`src/rtl/systolic_tile_scheduler.sv`:
```
`default_nettype none
// systolic_tile_scheduler: splits C[MxN] = A[MxK] * B[KxN] into ARRAY_SIZE tiles
// (m outer, n middle, k inner) and sequences load / start / done for each tile.
module systolic_tile_scheduler #(
   parameter int ARRAY_SIZE     = 64,
   parameter int LOG2_AS        = 6,
   parameter int DIM_WIDTH      = 12,
   parameter int IDX_WIDTH      = 6,
   parameter int TIMEOUT_CYCLES = 4096
) (
   input  logic                 clk,
   input  logic                 rst_n,
   input  logic                 job_valid,
   output logic                 job_ready,
   input  logic [DIM_WIDTH-1:0] job_m,
   input  logic [DIM_WIDTH-1:0] job_n,
   input  logic [DIM_WIDTH-1:0] job_k,
   output logic                 load_req,
   input  logic                 load_ack,
   output logic                 array_start,
   input  logic                 array_done,
   output logic [IDX_WIDTH-1:0] tile_m_idx,
   output logic [IDX_WIDTH-1:0] tile_n_idx,
   output logic [IDX_WIDTH-1:0] tile_k_idx,
   output logic [LOG2_AS:0]     tile_rows,
   output logic [LOG2_AS:0]     tile_cols,
   output logic [LOG2_AS:0]     tile_depth,
   output logic                 tile_acc_clear,
   output logic                 tile_result_valid,
   output logic                 job_done,
   output logic                 err_zero_dim,
   output logic                 err_timeout,
   output logic                 busy,
   output logic [31:0]          perf_cycles
);

   localparam int CNT_W = $clog2(TIMEOUT_CYCLES + 1);
   localparam int EXT_W = LOG2_AS + 1;
   localparam logic [CNT_W-1:0]     WAIT_LAST = CNT_W'(TIMEOUT_CYCLES - 1);
   localparam logic [CNT_W-1:0]     CNT_ONE   = CNT_W'(1);
   localparam logic [EXT_W-1:0]     FULL_EXT  = EXT_W'(ARRAY_SIZE);
   localparam logic [IDX_WIDTH-1:0] IDX_ONE   = IDX_WIDTH'(1);
   localparam logic [DIM_WIDTH-1:0] DIM_ONE   = DIM_WIDTH'(1);

   localparam logic [2:0] S_IDLE  = 3'd0;
   localparam logic [2:0] S_LOAD  = 3'd1;
   localparam logic [2:0] S_START = 3'd2;
   localparam logic [2:0] S_WAIT  = 3'd3;
   localparam logic [2:0] S_ADV   = 3'd4;
   localparam logic [2:0] S_DONE  = 3'd5;

   // Index of the last tile along one dimension: (dim-1) >> LOG2_AS.
   function automatic logic [IDX_WIDTH-1:0] last_idx(input logic [DIM_WIDTH-1:0] dim);
      return IDX_WIDTH'((dim - DIM_ONE) >> LOG2_AS);
   endfunction

   // Extent of the last tile: the low bits, or a full tile when they are zero.
   function automatic logic [EXT_W-1:0] edge_ext(input logic [DIM_WIDTH-1:0] dim);
      return (dim[LOG2_AS-1:0] == '0) ? FULL_EXT : {1'b0, dim[LOG2_AS-1:0]};
   endfunction

   logic [2:0]           state_q, state_d;
   logic [IDX_WIDTH-1:0] m_q, m_d, n_q, n_d, k_q, k_d;
   logic [IDX_WIDTH-1:0] last_m_q, last_m_d, last_n_q, last_n_d, last_k_q, last_k_d;
   logic [EXT_W-1:0]     ext_m_q, ext_m_d, ext_n_q, ext_n_d, ext_k_q, ext_k_d;
   logic [CNT_W-1:0]     wait_cnt_q, wait_cnt_d;
   logic [31:0]          cyc_q, cyc_d, perf_q, perf_d;
   logic                 err_zero_q, err_zero_d, err_to_q, err_to_d;
   logic                 tile_vld;

   always_comb begin
      state_d    = state_q;
      m_d        = m_q;
      n_d        = n_q;
      k_d        = k_q;
      last_m_d   = last_m_q;
      last_n_d   = last_n_q;
      last_k_d   = last_k_q;
      ext_m_d    = ext_m_q;
      ext_n_d    = ext_n_q;
      ext_k_d    = ext_k_q;
      wait_cnt_d = wait_cnt_q;
      cyc_d      = cyc_q;
      perf_d     = perf_q;
      err_zero_d = err_zero_q;
      err_to_d   = err_to_q;
      case (state_q)
         S_IDLE: begin
            if (job_valid) begin
               m_d        = '0;
               n_d        = '0;
               k_d        = '0;
               err_zero_d = 1'b0;
               err_to_d   = 1'b0;
               perf_d     = '0;
               cyc_d      = 32'd1;
               last_m_d   = last_idx(job_m);
               last_n_d   = last_idx(job_n);
               last_k_d   = last_idx(job_k);
               ext_m_d    = edge_ext(job_m);
               ext_n_d    = edge_ext(job_n);
               ext_k_d    = edge_ext(job_k);
               if (job_m == '0 || job_n == '0 || job_k == '0) begin
                  err_zero_d = 1'b1;
                  state_d    = S_DONE;
               end else begin
                  state_d = S_LOAD;
               end
            end
         end
         S_LOAD: begin
            if (load_ack) state_d = S_START;
         end
         S_START: begin
            wait_cnt_d = '0;
            state_d    = S_WAIT;
         end
         S_WAIT: begin
            if (array_done) begin
               state_d = S_ADV;
            end else if (wait_cnt_q == WAIT_LAST) begin
               err_to_d = 1'b1;
               state_d  = S_DONE;
            end else begin
               wait_cnt_d = wait_cnt_q + CNT_ONE;
            end
         end
         S_ADV: begin
            state_d = S_LOAD;
            if (k_q != last_k_q) begin
               k_d = k_q + IDX_ONE;
            end else begin
               k_d = '0;
               if (n_q != last_n_q) begin
                  n_d = n_q + IDX_ONE;
               end else begin
                  n_d = '0;
                  if (m_q != last_m_q) m_d = m_q + IDX_ONE;
                  else                 state_d = S_DONE;
               end
            end
         end
         S_DONE: begin
            perf_d  = cyc_q + 32'd1;
            state_d = S_IDLE;
         end
         default: state_d = S_IDLE;
      endcase
      if (state_q != S_IDLE) cyc_d = cyc_q + 32'd1;
   end

   always_ff @(posedge clk) begin
      if (!rst_n) begin
         state_q    <= S_IDLE;
         m_q        <= '0;
         n_q        <= '0;
         k_q        <= '0;
         last_m_q   <= '0;
         last_n_q   <= '0;
         last_k_q   <= '0;
         ext_m_q    <= '0;
         ext_n_q    <= '0;
         ext_k_q    <= '0;
         wait_cnt_q <= '0;
         cyc_q      <= '0;
         perf_q     <= '0;
         err_zero_q <= 1'b0;
         err_to_q   <= 1'b0;
      end else begin
         state_q    <= state_d;
         m_q        <= m_d;
         n_q        <= n_d;
         k_q        <= k_d;
         last_m_q   <= last_m_d;
         last_n_q   <= last_n_d;
         last_k_q   <= last_k_d;
         ext_m_q    <= ext_m_d;
         ext_n_q    <= ext_n_d;
         ext_k_q    <= ext_k_d;
         wait_cnt_q <= wait_cnt_d;
         cyc_q      <= cyc_d;
         perf_q     <= perf_d;
         err_zero_q <= err_zero_d;
         err_to_q   <= err_to_d;
      end
   end

   // Tile outputs are only meaningful between LOAD and ADVANCE; zero elsewhere.
   assign tile_vld = (state_q == S_LOAD) || (state_q == S_START) ||
                     (state_q == S_WAIT) || (state_q == S_ADV);

   assign job_ready         = (state_q == S_IDLE);
   assign busy              = (state_q != S_IDLE);
   assign load_req          = (state_q == S_LOAD);
   assign array_start       = (state_q == S_START);
   assign job_done          = (state_q == S_DONE);
   assign tile_result_valid = (state_q == S_ADV) && (k_q == last_k_q);
   assign tile_m_idx        = tile_vld ? m_q : '0;
   assign tile_n_idx        = tile_vld ? n_q : '0;
   assign tile_k_idx        = tile_vld ? k_q : '0;
   assign tile_rows         = !tile_vld ? '0 : (m_q == last_m_q) ? ext_m_q : FULL_EXT;
   assign tile_cols         = !tile_vld ? '0 : (n_q == last_n_q) ? ext_n_q : FULL_EXT;
   assign tile_depth        = !tile_vld ? '0 : (k_q == last_k_q) ? ext_k_q : FULL_EXT;
   assign tile_acc_clear    = tile_vld && (k_q == '0);
   assign err_zero_dim      = err_zero_q;
   assign err_timeout       = err_to_q;
   assign perf_cycles       = perf_q;

endmodule
`default_nettype wire
```
`config.mk`:
```
export PLATFORM = sky130hd
export DESIGN_NAME = systolic_tile_scheduler
export DESIGN_NICKNAME = d
export VERILOG_FILES = /design/src/rtl/systolic_tile_scheduler.sv
export SDC_FILE = /design/constraint.sdc
export NUM_CORES = 1
export LEC_CHECK = 0
export CORE_ASPECT_RATIO = 0.6
export CORE_MARGIN = 2
export CORE_UTILIZATION = 53
export CTS_BUF_LIST = sky130_fd_sc_hd__clkbuf_8 sky130_fd_sc_hd__clkbuf_16
export DETAILED_ROUTE_END_ITERATION = 12
export GPL_ROUTABILITY_DRIVEN = 1
export HOLD_SLACK_MARGIN = 0.15
export MAX_ROUTING_LAYER = met4
export PLACE_DENSITY_LB_ADDON = 0.08
export SYNTH_ARGS = -nofsm -noshare
export SYNTH_HDL_FRONTEND = slang
export SYNTH_SLANG_ARGS = --single-unit
```
`constraint.sdc`:
```
create_clock -name clk -period 2.9 [get_ports clk]
set_input_delay 0.58 -clock clk [delete_from_list [all_inputs] [get_ports clk]]
set_output_delay 0.58 -clock clk [all_outputs]
set_load 0.1 [all_outputs]
```
# ---- After elaboration in Yosys (flattened, before gate mapping)
# Index checks and enable logic that the tools add are counted.
dict set report classes {
  n_reduce_logical 31
  n_eq_ne 21
  n_mux 44
  addsub 8
}
# cell n
set ops {}
lappend ops {{$mux 32} 4}
lappend ops {{$pmux 32 s2} 1}
lappend ops {{$mux 7} 9}
lappend ops {{$mux 6} 10}
lappend ops {{$logic_not 12->1} 3}
lappend ops {{$pmux 6 s2} 3}
lappend ops {{$sub 12x1->12 const B} 3}
lappend ops {{$add 32x1->32 const B} 1}
lappend ops {{$mux 13} 2}
lappend ops {{$pmux 13 s2} 1}
lappend ops {{$logic_not 6->1} 4}
lappend ops {{$mux 3} 8}
lappend ops {{$add 6x1->6 const B} 3}
lappend ops {{$eq 6x6->1} 3}
lappend ops {{$ne 6x6->1} 3}
lappend ops {{$pmux 3 s5} 1}
lappend ops {{$ne 2x2->1 const B} 7}
lappend ops {{$add 13x1->13 const B} 1}
lappend ops {{$eq 13x12->1 const B} 1}
lappend ops {{$reduce_bool 2->1} 6}
lappend ops {{$reduce_and 3->1} 3}
lappend ops {{$reduce_and 2->1} 4}
lappend ops {{$eq 3x2->1 const B} 2}
lappend ops {{$eq 3x3->1 const B} 2}
lappend ops {{other kinds (11)} 19}
dict set report totals {
  regBits 139
  output_inout_bits 80
  elab_cells 119
  in_bits 41
}

# ---- Longest topological paths before layout
# Gate-level depths: netlist (run 1).
dict set report logic_depth {
  depth_word 6
  depth_mapped 9
  ltp_nobuf 7
}

# ---- Worst setup path before layout (run 1)
# No wires, ideal clock.
dict set report synth_timing {
  kind {register -> register}
  start {register state_q[0]}
  end {register wait_cnt_q[5]}
  t_arrival_ns 3.661
  path_stages_with_launch 6
  path_slack_ns -0.832
  path_buffers 1
  cell_sequence {dfxtp_1 > clkbuf_1 > nor3b_1 > o21ba_2 > or3_1 > a21oi_1}
}
dict set report synth_via {
  elab_chain_len 3
  elab_cells_between_ends 7
}
# item line_no
set synth_lines {}
lappend synth_lines {{start, declared} 62} ;# logic [2:0] state_q, state_d;
lappend synth_lines {{start signal, assigned} 170} ;# state_q <= state_d;
lappend synth_lines {{$eq 3x2->1 (*)} n/a}
lappend synth_lines {{net array_start} 20} ;# output logic array_start,
lappend synth_lines {{$reduce_bool 2->1 (no source line)} n/a}
lappend synth_lines {{$reduce_and 3->1 (no source line)} n/a}
lappend synth_lines {{end signal, assigned} 180} ;# wait_cnt_q <= wait_cnt_d;
lappend synth_lines {{end, declared} 66} ;# logic [CNT_W-1:0] wait_cnt_q, wait_cnt_d;
# The timed path passes the listed nets; every way through them passes the cells marked *.
# A chain may end at the register's enable or synchronous reset.

# ---- Worst setup path in the final report (run 1)
dict set report layout_timing {
  start {register k_q[2]}
  end {output tile_result_valid}
}
dict set report layout_via {
  elab_chain_len 2
}
# item line_no
set layout_lines {}
lappend layout_lines {{start, declared} 63} ;# logic [IDX_WIDTH-1:0] m_q, m_d, n_q, n_d, k_q, k_d;
lappend layout_lines {{start signal, assigned} 173} ;# k_q <= k_d;
lappend layout_lines {{$eq 6x6->1} 197} ;# assign tile_result_valid = (state_q == S_ADV) && (k_q == last_k_q);
lappend layout_lines {{$logic_and 1x1->1} 197}
lappend layout_lines {{end, declared} 29} ;# output logic tile_result_valid,
# No other way between the ends.

==> results of run 1 <==
## synthesized netlist by cell type (16+ instances only)
cell type	instances
o21ai_0	60
nand3_1	36
dfxtp_1	139
xnor2_1	40
a21oi_1	80
xor2_1	34
and3_1	23
nand4_1	16
nand2_1	123
inv_1	17
nor3_1	25
nor2_1	120
and2_1	20
clkbuf_1	35
## metrics by stage
step                      setup slack [ps]  TNS [ps]  utilization, %  total power [mW]
after floorplan                     -119.8     -1010               -             2.801
after global placement               190.4         0           67.77             3.242
after detailed placement             95.18         0           67.77             3.252
after CTS                            16.78         0           72.93             5.634
after global routing                 10.32         0           73.11             5.822
final                                118.1         0           73.11             5.639
## timing repair
item	4_1_cts	5_1_grt
setup endpoints to repair	9	20
gates resized for setup	2	6
endpoints found under the hold margin	0	0
## sequential cells by signal, indices dropped and copies added (netlist names)
register      flops
cyc_q            32
state_q           3
perf_cycles      32
k_q               6
err_zero_dim      1
last_k_q          6
n_q               6
last_n_q          6
m_q               6
ext_n_q           7
ext_m_q           7
last_m_q          6
wait_cnt_q       13
ext_k_q           7
err_timeout       1
## worst paths after layout
path,start,end,slack (ps)
worst max-delay path,k_q[2],tile_result_valid,120
worst min-delay path,ext_m_q[5],ext_m_q[5],450
worst max register to register,cyc_q[0],cyc_q[20],250
worst min register to register,ext_m_q[5],ext_m_q[5],450
## power breakdown
part           switching, mW  internal [mW]
clock                  0.826           1.56
combinational          0.800          0.401
sequential            0.0633           1.98
total                   1.69           3.95
## worst max-delay path: cells and delay by family, from the launching register on
family        cells  cell delay (ps)
simple gates      3              800
xor+xnor          1              130
flops             1              440
buf+inv           2              410
## area by class of cell
type / instances / area, sq um / area share (%)
Tap cell: 170 / 212.7 / 2.292
Timing Repair Buffer: 145 / 1752 / 18.88
Clock buffer: 19 / 452.9 / 4.881
Multi-Input combinational cell: 682 / 3806 / 41.02
Clock inverter: 12 / 196.4 / 2.117
Sequential cell: 139 / 2784 / 30.00
Inverter: 20 / 75.07 / 0.8091
## layer usage
metal	global-route usage, %	vias up	routed length (um)
met5	-	-	0
met4	6.447	0	181
met3	7.313	21	1687
met2	37.77	264	7663
met1	44.07	3059	9736
li1	-	3300	-
## cells by family after synthesis
| family | synth area share [%] |
|---|---|
| compound gates | 16.66 |
| fa+ha+maj | 1.101 |
| buf+inv | 3.999 |
| flops | 40.80 |
| simple gates | 27.94 |
| xor+xnor | 9.503 |
==> flow_summary.toml, run 1 <==
[worst_setup_path]
worstPathMaxFanout = 7
reg2reg_depth = 7
worstSetupEndpointType = "output pin"
worst_ep_arrival_time_ps = 2200
cp_data_required_time_ps = 2320
crit_type = "register to output pin"
crit_chain = "xor2_1 > nor4_2 > nand2_1 > buf_4 > nor2_2 > buf_12"
crit_path_start_kind = "register"
slowest_stage = "dfxtp_1"
max_stage_delay_ps = 440

[synth]
yosysWarnings = 0
syn_area_per_cell_sq_um = 7.681
syn_area_sq_um = 6820
synth_fp_nets = 935
async_reset_ff_share_pct = 0
synthTopCellsByArea = "dfxtp_1 (41%), nand2_1 (6.8%), nor2_1 (6.6%)"
synthFlopType = "dfxtp_1"
synth_top_area_share_pct = 40.80
synth.distinct_cells = 60
synth_top_area_cell = "dfxtp_1"
synth_edf_count = 0
yosys_register_bits = 139
syn_inst = 888
synth-seq-area-share_pct = 40.80

[floorplan]
die_y_um = 91.87
boundaryPins = 121
die_x_um = 150.5
placementRows = 32
die-area_sq_um = 13820
start_util_pct = 53.74
core_area_sq_um = 12690

[placement]
detailed_place_hpwl_um = 13570
io_buffers = 120
dpl.cell_count = 1156
gp_congestion = 0.8824
dpl_cell_area_sq_um = 8602

[finish]
final_common_cell = "dfxtp_1"
layout_common_cells = "dfxtp_1 (138), nand2_1 (122), nor2_1 (115)"
final_nets = 1052
instances_no_fill = 1187
fillers = 981
area_delta_synth_final_pct = 36.05
final_layout_size_suffix_gt1_share_pct = 15.14
n_antenna_cell = 0
fin_area_sq_um = 9279

[sta]
finalSetupViolCount = 0
worst_pin_slew_ps = 681.4
relSlewSlack_pct = 54.57
fmax_ghz = 0.3595
finalHoldViolCount = 0
fin_skew_ps = 9.698
rsz0062_at_grt = "no"
finalCritPeriodShare_pct = 95.93
slew_viol_final = 0
fin_crit_ps = 2782
hold_slack_ps = 450.1

[route]
drt_iter0_drc = 606
firstDrtPassIters = 5
routedWlPerCell_um = 16.23
post_drt_via_cell_ratio = 5.597
drt-total-wl_um = 19270
vias = 6644
route.antenna.remaining_nets = 0
drc = 0

[clocking]
h-tree-depth = 4
numClockSinks = 139
cts_setup_buffers = 0
cts_hold_buf = 0
cts_buffers = 17
cts_tree = "yes"
insertion_delay_ps = 410
clkTransAtPathRegs_ps = 60
root_buffer = "clkbuf_16"
cts_buffer_depth = 2

[global_routing]
grt.total_usage_pct = 28.94
antenna_found_initial = 0
grt_pass1_vias = 5903
grt_max_degree = 54
grt_pass1_wl_um = 30700
grt_overflow = 0

[worst_hold_path]
hold_class = "register to register"
min_path_cells = 2

[flow_run]
cap_violations = 0

[run_status]
status = "finished clean"

[pwr]
p_per_area_nw_per_um2 = 607.7
p_leak_nw = 3.597
ir_drop_v = 0.0004028
Note: power is estimated with default switching activity, not from simulation.
==> run 2: changes to the inputs <==
Settings changed: HOLD_SLACK_MARGIN 0.15 to 0.08.
==> results of run 2 <==
Final layout, timing and power as in run 1 (identical DEF).
